## config.mk

```make
export PLATFORM = sky130hd
export DESIGN_NAME = coef_synth_flat
export DESIGN_NICKNAME = d
export VERILOG_FILES = /design/src/rtl/eig_pkg.sv /design/src/rtl/coef_synth_if.sv /design/src/rtl/coef_synth_seq_mul.sv /design/src/rtl/coef_synth.sv /design/src/flat_wrapper.sv
export SDC_FILE = /design/constraint.sdc
export NUM_CORES = 1
export LEC_CHECK = 0
export ABC_CLOCK_PERIOD_IN_PS = 5000
export BUFFER_PORTS_ARGS = -buffer_cell sky130_fd_sc_hd__buf_2
export CORE_MARGIN = 3
export CORE_UTILIZATION = 35
export DETAILED_ROUTE_END_ITERATION = 8
export HOLD_SLACK_MARGIN = 0.08
export SLEW_MARGIN = 20
export SYNTH_ARGS = -nofsm -noshare
export SYNTH_HDL_FRONTEND = slang
export SYNTH_SLANG_ARGS = --single-unit
```

## constraint.sdc

```tcl
create_clock -name clk -period 5 [get_ports clk]
set_clock_uncertainty 0.2 [all_clocks]
set_input_delay 0.75 -clock clk [delete_from_list [all_inputs] [get_ports clk]]
set_output_delay 0.75 -clock clk [all_outputs]
set_load 0.02 [all_outputs]
```

## src/rtl/eig_pkg.sv

```systemverilog
// Types and helpers shared between the eigen-analysis core and coef_synth:
// regime one-hot codes, the coefficient FSM states and a signed saturator.
package eig_pkg;

    localparam logic [2:0] REG_UNDER = 3'b001;
    localparam logic [2:0] REG_CRIT  = 3'b010;
    localparam logic [2:0] REG_OVER  = 3'b100;

    typedef enum logic [2:0] {
        ST_IDLE,
        ST_SQ_SIGMA,
        ST_SQ_KAPPA,
        ST_COMBINE,
        ST_EMIT
    } state_t;

    localparam int unsigned SAT_XW = 128;
    typedef logic signed [SAT_XW-1:0] sat_t;

    // Clamp x into the w-bit signed range; the result stays sign-extended.
    function automatic sat_t sat_w(input sat_t x, input int unsigned w);
        sat_t hi;
        sat_t lo;
        hi = (sat_t'(1) <<< (w - 1)) - sat_t'(1);
        lo = -hi - sat_t'(1);
        if (x > hi)
            return hi;
        else if (x < lo)
            return lo;
        else
            return x;
    endfunction

endpackage

```

## src/rtl/coef_synth_if.sv

```systemverilog
// Request/result bundle of coef_synth; the result side matches the
// eigen core's coefficient input (a0, a1, data_rdy).
interface coef_synth_if #(
    parameter int W = 32
) ();
    logic                ena;
    logic                start;
    logic signed [W-1:0] sigma;
    logic signed [W-1:0] kappa;
    logic [2:0]          regime;
    logic                busy;
    logic signed [W-1:0] a0;
    logic signed [W-1:0] a1;
    logic                data_rdy;
    logic                ovf;
    logic                err;

    modport master (
        output ena, start, sigma, kappa, regime,
        input  busy, a0, a1, data_rdy, ovf, err
    );

    modport slave (
        input  ena, start, sigma, kappa, regime,
        output busy, a0, a1, data_rdy, ovf, err
    );
endinterface

```

## src/rtl/coef_synth_seq_mul.sv

```systemverilog
// Signed radix-2 shift-add multiplier; done pulses W+1 enabled cycles after
// start. The MSB partial product is subtracted (two's-complement weight).
module seq_mul #(
    parameter int W = 32
) (
    input  logic                  clk,
    input  logic                  rst_n,
    input  logic                  ena,
    input  logic                  start,
    input  logic signed [W-1:0]   a,
    input  logic signed [W-1:0]   b,
    output logic signed [2*W-1:0] p,
    output logic                  done
);
    localparam int CW = $clog2(W + 1);
    typedef logic signed [2*W-1:0] prod_t;

    prod_t         r_acc;
    prod_t         r_mcand;
    logic [W-1:0]  r_mplier;
    logic [CW-1:0] r_cnt;
    logic          r_done;

    always_ff @(posedge clk or negedge rst_n) begin
        if (!rst_n) begin
            r_acc    <= '0;
            r_mcand  <= '0;
            r_mplier <= '0;
            r_cnt    <= '0;
            r_done   <= 1'b0;
        end else if (ena) begin
            r_done <= 1'b0;
            if (start) begin
                r_acc    <= '0;
                r_mcand  <= prod_t'(a);
                r_mplier <= b;
                r_cnt    <= CW'(W);
            end else if (r_cnt != '0) begin
                if (r_mplier[0])
                    r_acc <= (r_cnt == CW'(1)) ? r_acc - r_mcand : r_acc + r_mcand;
                r_mcand  <= r_mcand <<< 1;
                r_mplier <= r_mplier >> 1;
                r_cnt    <= r_cnt - 1'b1;
                r_done   <= (r_cnt == CW'(1));
            end
        end
    end

    assign p    = r_acc;
    assign done = r_done;
endmodule

```

## src/rtl/coef_synth.sv

```systemverilog
// Rebuilds x^2 + a1*x + a0 coefficients from (sigma, kappa, regime) using one
// shared sequential multiplier. Define COEF_SYNTH_ROUND_EN for round-half-up.
module coef_synth
    import eig_pkg::*;
#(
    parameter int W = 32,
    parameter int F = 16
) (
    input logic        clk,
    input logic        rst_n,
    coef_synth_if.slave cs
);
    typedef logic signed [2*W-1:0] prod_t;

`ifdef COEF_SYNTH_ROUND_EN
    localparam prod_t ROUND = prod_t'(1) <<< (F - 1);
`else
    localparam prod_t ROUND = '0;
`endif

    state_t              r_state, w_state_nx;
    logic                r_entry;
    logic                w_mul_start, w_mul_done, w_accept, w_reject, w_regime_ok;
    logic signed [W-1:0] r_sigma, r_kappa, w_mul_op;
    logic [2:0]          r_regime;
    prod_t               w_prod, w_sq_shift;
    logic signed [W-1:0] r_s2, r_k2, r_a0, r_a1, w_sq, w_a0, w_a1;
    logic                r_ovf_sq, r_ovf, r_err, w_sq_ovf, w_a0_ovf, w_a1_ovf;
    sat_t                w_sum, w_a1_full;

    assign w_regime_ok = cs.regime inside {REG_UNDER, REG_CRIT, REG_OVER};
    assign w_mul_op    = (r_state == ST_SQ_KAPPA) ? r_kappa : r_sigma;

    seq_mul #(.W(W)) u_mul (
        .clk   (clk),
        .rst_n (rst_n),
        .ena   (cs.ena),
        .start (w_mul_start),
        .a     (w_mul_op),
        .b     (w_mul_op),
        .p     (w_prod),
        .done  (w_mul_done)
    );

    always_ff @(posedge clk or negedge rst_n) begin
        if (!rst_n) begin
            r_state <= ST_IDLE;
            r_entry <= 1'b0;
        end else if (cs.ena) begin
            r_state <= w_state_nx;
            r_entry <= (w_state_nx != r_state);
        end
    end

    // r_entry marks the first enabled cycle of a state, used to fire mul_start once.
    always_comb begin
        w_state_nx  = r_state;
        w_accept    = 1'b0;
        w_reject    = 1'b0;
        w_mul_start = 1'b0;
        if (cs.ena) begin
            case (r_state)
                ST_IDLE: begin
                    if (cs.start) begin
                        if (w_regime_ok) begin
                            w_accept   = 1'b1;
                            w_state_nx = ST_SQ_SIGMA;
                        end else begin
                            w_reject = 1'b1;
                        end
                    end
                end
                ST_SQ_SIGMA: begin
                    w_mul_start = r_entry;
                    if (w_mul_done)
                        w_state_nx = (r_regime == REG_CRIT) ? ST_COMBINE : ST_SQ_KAPPA;
                end
                ST_SQ_KAPPA: begin
                    w_mul_start = r_entry;
                    if (w_mul_done)
                        w_state_nx = ST_COMBINE;
                end
                ST_COMBINE: w_state_nx = ST_EMIT;
                default:    w_state_nx = ST_IDLE;
            endcase
        end
        cs.busy     = (r_state != ST_IDLE);
        cs.data_rdy = (r_state == ST_EMIT) && cs.ena;
        cs.err      = r_err && cs.ena;
    end

    always_comb begin
        w_sq_shift = (w_prod + ROUND) >>> F;
        w_sq       = W'(sat_w(sat_t'(w_sq_shift), W));
        w_sq_ovf   = (sat_w(sat_t'(w_sq_shift), W) != sat_t'(w_sq_shift));

        w_sum = sat_t'(r_s2);
        if (r_regime == REG_UNDER)
            w_sum = sat_t'(r_s2) + sat_t'(r_k2);
        else if (r_regime == REG_OVER)
            w_sum = sat_t'(r_s2) - sat_t'(r_k2);
        w_a0     = W'(sat_w(w_sum, W));
        w_a0_ovf = (sat_w(w_sum, W) != w_sum);

        w_a1_full = -(sat_t'(r_sigma) <<< 1);
        w_a1      = W'(sat_w(w_a1_full, W));
        w_a1_ovf  = (sat_w(w_a1_full, W) != w_a1_full);
    end

    always_ff @(posedge clk or negedge rst_n) begin
        if (!rst_n) begin
            r_sigma  <= '0;
            r_kappa  <= '0;
            r_regime <= '0;
            r_s2     <= '0;
            r_k2     <= '0;
            r_ovf_sq <= 1'b0;
            r_a0     <= '0;
            r_a1     <= '0;
            r_ovf    <= 1'b0;
            r_err    <= 1'b0;
        end else if (cs.ena) begin
            r_err <= w_reject;
            if (w_accept) begin
                r_sigma  <= cs.sigma;
                r_kappa  <= cs.kappa;
                r_regime <= cs.regime;
                r_k2     <= '0;
                r_ovf_sq <= 1'b0;
            end
            if (w_mul_done && r_state == ST_SQ_SIGMA) begin
                r_s2     <= w_sq;
                r_ovf_sq <= r_ovf_sq | w_sq_ovf;
            end
            if (w_mul_done && r_state == ST_SQ_KAPPA) begin
                r_k2     <= w_sq;
                r_ovf_sq <= r_ovf_sq | w_sq_ovf;
            end
            if (r_state == ST_COMBINE) begin
                r_a0  <= w_a0;
                r_a1  <= w_a1;
                r_ovf <= r_ovf_sq | w_a0_ovf | w_a1_ovf;
            end
        end
    end

    assign cs.a0  = r_a0;
    assign cs.a1  = r_a1;
    assign cs.ovf = r_ovf;
endmodule

```

## src/flat_wrapper.sv

```systemverilog
// flat-port wrapper written by rule: the top's interface ports become plain ports
module coef_synth_flat import eig_pkg::*;
#(
    parameter int W = 32,
    parameter int F = 16
)
  (clk, rst_n, cs_ena, cs_start, cs_sigma, cs_kappa, cs_regime, cs_busy, cs_a0, cs_a1, cs_data_rdy, cs_ovf, cs_err);
  coef_synth_if #(.W(W)) cs_i ();
  input logic clk;
  input logic rst_n;
  input wire logic [$bits(cs_i.ena)-1:0] cs_ena;
  input wire logic [$bits(cs_i.start)-1:0] cs_start;
  input wire logic [$bits(cs_i.sigma)-1:0] cs_sigma;
  input wire logic [$bits(cs_i.kappa)-1:0] cs_kappa;
  input wire logic [$bits(cs_i.regime)-1:0] cs_regime;
  output wire logic [$bits(cs_i.busy)-1:0] cs_busy;
  output wire logic [$bits(cs_i.a0)-1:0] cs_a0;
  output wire logic [$bits(cs_i.a1)-1:0] cs_a1;
  output wire logic [$bits(cs_i.data_rdy)-1:0] cs_data_rdy;
  output wire logic [$bits(cs_i.ovf)-1:0] cs_ovf;
  output wire logic [$bits(cs_i.err)-1:0] cs_err;
  assign cs_i.ena = cs_ena;
  assign cs_i.start = cs_start;
  assign cs_i.sigma = cs_sigma;
  assign cs_i.kappa = cs_kappa;
  assign cs_i.regime = cs_regime;
  assign cs_busy = cs_i.busy;
  assign cs_a0 = cs_i.a0;
  assign cs_a1 = cs_i.a1;
  assign cs_data_rdy = cs_i.data_rdy;
  assign cs_ovf = cs_i.ovf;
  assign cs_err = cs_i.err;
  coef_synth #(.W(W), .F(F)) u_core (.clk(clk), .rst_n(rst_n), .cs(cs_i));
endmodule
```

==> flow_results.xml <==
<?xml version="1.0" encoding="UTF-8"?>
<metrics>
  <group name="run_status">
    <metric name="result_of_the_run" unit="">finished, violations left</metric>
    <metric name="violations" unit="">setup timing</metric>
  </group>
  <group name="finish">
    <metric name="combined_area_of_the_multi_input_logic_cells" unit="sq um">16320</metric>
    <metric name="layout_commonest_cell" unit="">sky130_fd_sc_hd__dfrtp_1</metric>
    <metric name="mostFrequentLayoutCells" unit="">sky130_fd_sc_hd__dfrtp_1, sky130_fd_sc_hd__nand2_1, sky130_fd_sc_hd__buf_4, sky130_fd_sc_hd__a21oi_1, sky130_fd_sc_hd__o21ai_0</metric>
    <metric name="final_net_count" unit="">3560</metric>
    <metric name="finish.utilization" unit="">0.4249</metric>
    <metric name="final_layout_size_suffix_gt1_frac" unit="">0.1944</metric>
    <metric name="ff_latch_area" unit="sq um">9234</metric>
    <metric name="synth_to_final_area_change" unit="%">19.36</metric>
    <metric name="antenna_diode_instance_count" unit="">0</metric>
    <metric name="filler_cells_inserted" unit="">7407</metric>
  </group>
  <group name="hold_path">
    <metric name="min_to" unit="">u_core.r_sigma[0]</metric>
    <metric name="min_delay_path_class" unit="">in2reg</metric>
    <metric name="hp-start" unit="">cs_sigma[0]</metric>
    <metric name="hold-path-cell-count" unit="">2</metric>
  </group>
  <group name="synthesis">
    <metric name="synth_adder_area_share" unit="">0.09230</metric>
    <metric name="synth.net_count" unit="">3327</metric>
    <metric name="yosys-mux-area-fraction" unit="">0.04190</metric>
    <metric name="synth_cell_type_count" unit="">90</metric>
    <metric name="yosys_top_cell_by_area" unit="">sky130_fd_sc_hd__dfrtp_1</metric>
    <metric name="synth.yosys.warnings" unit="">0</metric>
    <metric name="post_synth_instance_area" unit="sq um">26190</metric>
    <metric name="synthesis.instances" unit="">3087</metric>
    <metric name="synth.yosys.seq_area_share" unit="">0.3526</metric>
    <metric name="share_of_the_synthesized_area_in_compound_gates_ao_oa_aoi_oai" unit="">0.2332</metric>
    <metric name="synth_area_leaders" unit="">sky130_fd_sc_hd__dfrtp_1, sky130_fd_sc_hd__ha_1, sky130_fd_sc_hd__nand2_1</metric>
    <metric name="ys.flop_type" unit="">sky130_fd_sc_hd__dfrtp_1</metric>
    <metric name="synth-simple-area-share" unit="">0.1838</metric>
    <metric name="netlist.area_leader.share" unit="">0.3526</metric>
    <metric name="synth-xor-area-share" unit="">0.05183</metric>
    <metric name="postSynthAreaPerCell" unit="sq um">8.484</metric>
    <metric name="largest_family_of_logic_cells_by_synthesized_area" unit="">compound AO/OA/AOI/OAI gates</metric>
    <metric name="synth_seq_cells" unit="">369</metric>
    <metric name="edff_count_synth" unit="">0</metric>
    <metric name="async_flop_share" unit="">1.000</metric>
  </group>
  <group name="worst_setup_path">
    <metric name="crit_arrival" unit="ps">5340</metric>
    <metric name="critPathSlowestCell" unit="">sky130_fd_sc_hd__or4_4</metric>
    <metric name="critPathMaxFanout" unit="">5</metric>
    <metric name="worst_setup_end_kind" unit="">register</metric>
    <metric name="timing.critical_path.required" unit="ps">5240</metric>
    <metric name="worstPathCellList" unit="">or4_4 &gt; nor3_4 &gt; nand4_1 &gt; buf_4 &gt; or2_1 &gt; or3_4 &gt; o31ai_2 &gt; xor2_1 &gt; ha_1 &gt; a21oi_1 &gt; o21bai_1 &gt; a21o_1 &gt; a2bb2oi_2 &gt; a32oi_1 &gt; a311o_1 &gt; a221o_1 &gt; a31o_1 &gt; a21oi_1 &gt; xor2_1 &gt; o21ai_1</metric>
    <metric name="timing_worst_setup_path_type" unit="">reg2reg</metric>
    <metric name="reg2reg_slack" unit="ps">-100</metric>
    <metric name="worst_path_largest_cell_delay" unit="ps">560</metric>
    <metric name="timing.rr.end" unit="">u_core.u_mul.p[62]</metric>
    <metric name="crit_path_start_kind" unit="">register</metric>
    <metric name="r2r_cells" unit="">20</metric>
    <metric name="worst_r2r_startpoint" unit="">u_core.u_mul.r_mcand[15]</metric>
  </group>
  <group name="sta">
    <metric name="timing_worst_slew_pin_value" unit="ps">1040</metric>
    <metric name="max-slew-margin-rel" unit="">0.3068</metric>
    <metric name="maxSlewViolCount" unit="">0</metric>
    <metric name="fin_crit" unit="ps">5097</metric>
    <metric name="fmax" unit="MHz">196.2</metric>
    <metric name="fin_crit_sh" unit="">1.019</metric>
    <metric name="grt_setup_unrepaired" unit="">true</metric>
    <metric name="setup_slack" unit="ps">-97.33</metric>
    <metric name="hold_viol_final" unit="">0</metric>
    <metric name="setup_violations" unit="">2</metric>
  </group>
  <group name="power_and_ir_drop">
    <metric name="report.power.total" unit="mW">22.40</metric>
    <metric name="max-vdd-ir-drop" unit="V">0.0003851</metric>
    <metric name="switching_power" unit="mW">10.41</metric>
    <metric name="netSwitchingFraction" unit="">0.4645</metric>
    <metric name="power.internal" unit="mW">12.00</metric>
    <metric name="share_seq_of_total_power" unit="">0.244</metric>
    <metric name="power.density_cell_area" unit="nW/um^2">716.6</metric>
    <metric name="leakage" unit="nW">14.17</metric>
    <metric name="share_of_power_burned_in_combinational_logic" unit="">0.611</metric>
    <metric name="share_clk_of_total_power" unit="">0.145</metric>
  </group>
  <group name="placed_design">
    <metric name="dpl.hpwl" unit="um">60210</metric>
    <metric name="buffer_ports.inserted" unit="">138</metric>
    <metric name="gp_routability_congestion" unit="">0.9298</metric>
    <metric name="place_ws" unit="ps">-410.1</metric>
  </group>
  <group name="grt">
    <metric name="grt_overflow_total" unit="">0</metric>
    <metric name="track_usage" unit="">0.2023</metric>
    <metric name="grt_start_max_net_pins" unit="">100</metric>
    <metric name="grt_pass1_wl" unit="um">128400</metric>
    <metric name="antenna_violations_before_repair" unit="">1</metric>
    <metric name="number_of_global_route_vias_before_repair" unit="">23320</metric>
  </group>
  <group name="drt">
    <metric name="vias" unit="">23970</metric>
    <metric name="drt-pass1-iter-count" unit="">5</metric>
    <metric name="total_wirelength_of_the_detailed_routed_design" unit="um">81010</metric>
    <metric name="drcViolationCount" unit="">0</metric>
    <metric name="dr.first_iter.drc_count" unit="">1508</metric>
    <metric name="detail_route.vias_per_cell" unit="">5.557</metric>
    <metric name="wl_per_cell" unit="um">18.78</metric>
    <metric name="route.antenna.remaining_nets" unit="">0</metric>
  </group>
  <group name="floorplan">
    <metric name="floorplan.die_area" unit="sq um">78150</metric>
    <metric name="dieHeight" unit="um">279.6</metric>
    <metric name="floorplan.initialDensity" unit="">0.3560</metric>
    <metric name="placementRows" unit="">99</metric>
    <metric name="die_span_in_x" unit="um">279.6</metric>
    <metric name="ioPinCount" unit="">139</metric>
    <metric name="design.core.area" unit="sq um">73580</metric>
  </group>
  <group name="cts">
    <metric name="path_clk_slew" unit="ps">60</metric>
    <metric name="clkSinkCount" unit="">369</metric>
    <metric name="htreeDepth" unit="">2</metric>
    <metric name="tritoncts_clock_tree" unit="">done</metric>
    <metric name="clockRootBuffer" unit="">sky130_fd_sc_hd__clkbuf_16</metric>
    <metric name="numCtsBuffers" unit="">43</metric>
    <metric name="clockBufferDepth" unit="">3</metric>
    <metric name="clock_latency" unit="ps">600</metric>
  </group>
  <group name="job">
    <metric name="drv_cap" unit="">0</metric>
  </group>
</metrics>
-- cells by family after synthesis --
family,count (synthesis)
multiplexers,101
XOR/XNOR,155
AO/OA/AOI/OAI,969
AND/OR/NAND/NOR,993
flip-flops,369
adder cells (fa/ha/maj),197
buffers and inverters,303
-- worst max-delay path by stage --
| stage | startpoint | endpoint | depth (start not counted) |
|---|---|---|---|
| 2_1_floorplan | u_core.u_mul.r_mcand[17] | u_core.u_mul.p[62] | 21 |
| 3_3_place_gp | u_core.u_mul.r_mcand[17] | u_core.u_mul.p[62] | 20 |
| 3_5_place_dp | u_core.u_mul.r_mcand[17] | u_core.u_mul.p[62] | 19 |
| 4_1_cts | u_core.u_mul.r_mcand[17] | u_core.u_mul.p[62] | 20 |
| 5_1_grt | u_core.u_mul.r_mcand[15] | u_core.u_mul.p[62] | 19 |
| 6_report | u_core.u_mul.r_mcand[15] | u_core.u_mul.p[62] | 20 |
-- sequential cells by signal (all words and copies together), names as in the netlist --
signal / count
u_core.u_mul.r_cnt: 6
u_core.r_k2: 32
u_core.r_regime: 3
u_core.r_entry: 1
u_core.cs.a1: 32
u_core.u_mul.r_mplier: 32
u_core.r_sigma: 32
u_core.r_state: 3
u_core.u_mul.p: 64
u_core.u_mul.done: 1
u_core.cs.a0: 32
u_core.cs.ovf: 1
u_core.r_s2: 32
u_core.u_mul.r_mcand: 64
u_core.r_ovf_sq: 1
u_core.r_kappa: 32
u_core.r_err: 1
-- synthesized netlist by cell type (all sizes together), types with 10 or more instances --
cell,instances
o21ai,264
a31oi,78
ha,166
o22ai,37
nand3,68
mux2,69
a221oi,18
nand2,351
or3,29
o22a,33
nor3,52
buf,27
a211oi,42
and2,10
clkbuf,172
inv,104
xor2,77
or2,13
nor2b,53
nand2b,28
maj3,28
a21o,74
and3,16
o31ai,29
nand3b,20
o211ai,17
mux2i,32
a21oi,245
nor4,48
nand4,40
nor2,220
dfrtp,369
xnor2,78
o21bai,27
-- power by group through the flow --
stage	combinational (mW)	clock, mW	sequential [mW]
detailed placement	13.2	0	5.48
global route	15.1	3.43	5.64
finish	13.7	3.24	5.47
global placement	13.2	0	5.46
floorplan	8.68	0	5.39
CTS	13.4	3.32	5.44
-- area by class of cell --
| class | count | area share |
|---|---|---|
| multi-input cells | 2415 | 0.5220 |
| flip-flops and latches | 369 | 0.2954 |
| repair buffers | 387 | 0.08569 |
| clock buffers | 60 | 0.03966 |
| well taps | 959 | 0.03838 |
| inverters | 104 | 0.01249 |
| clock inverters | 19 | 0.006444 |
-- timing repair --
action | in CTS | in global routing
endpoints found under the setup margin | 45 | 54
hold endpoints to repair | 56 | 0
gates resized for setup | 28 | 83
hold buffers | 1 | 0
cloned | 0 | 0
pin swaps | 7 | 42
buffers inserted | 2 | 10
-- critical path: cells and delay by family (launching register included) --
kind | cells | cell delay, ps
adders and majority gates | 1 | 260
AOI/OAI and AO/OA | 11 | 2050
buffers and inverters | 1 | 180
and+or+nand+nor | 5 | 1520
xor gates and xnor gates | 2 | 350
DFF | 1 | 380
-- metrics by stage --
| stage | cell area [sq um] | hold WS, ps | setup TNS, ps | cells |
|---|---|---|---|---|
| finish | 31260 | 184.9 | -146.9 | 4313 |
| global route | 31260 | 163.0 | -1905 | 4313 |
| CTS | 30870 | 149.1 | -82.26 | 4304 |
| detailed placement | 29280 | 265.2 | -5896 | 4222 |
| global placement | 29280 | 255.0 | -5180 | 4222 |
| floorplan | 26210 | 249.8 | 0 | 3087 |
-- routing by layer --
metal	vias up	track usage	wire [um]
li1	11710	-	-
met1	11550	0.2778	37530
met2	573	0.3317	37560
met3	133	0.02375	3473
met4	2	0.06779	2432
met5	-	0	13
No activity file was read; power rests on OpenSTA's default activity.
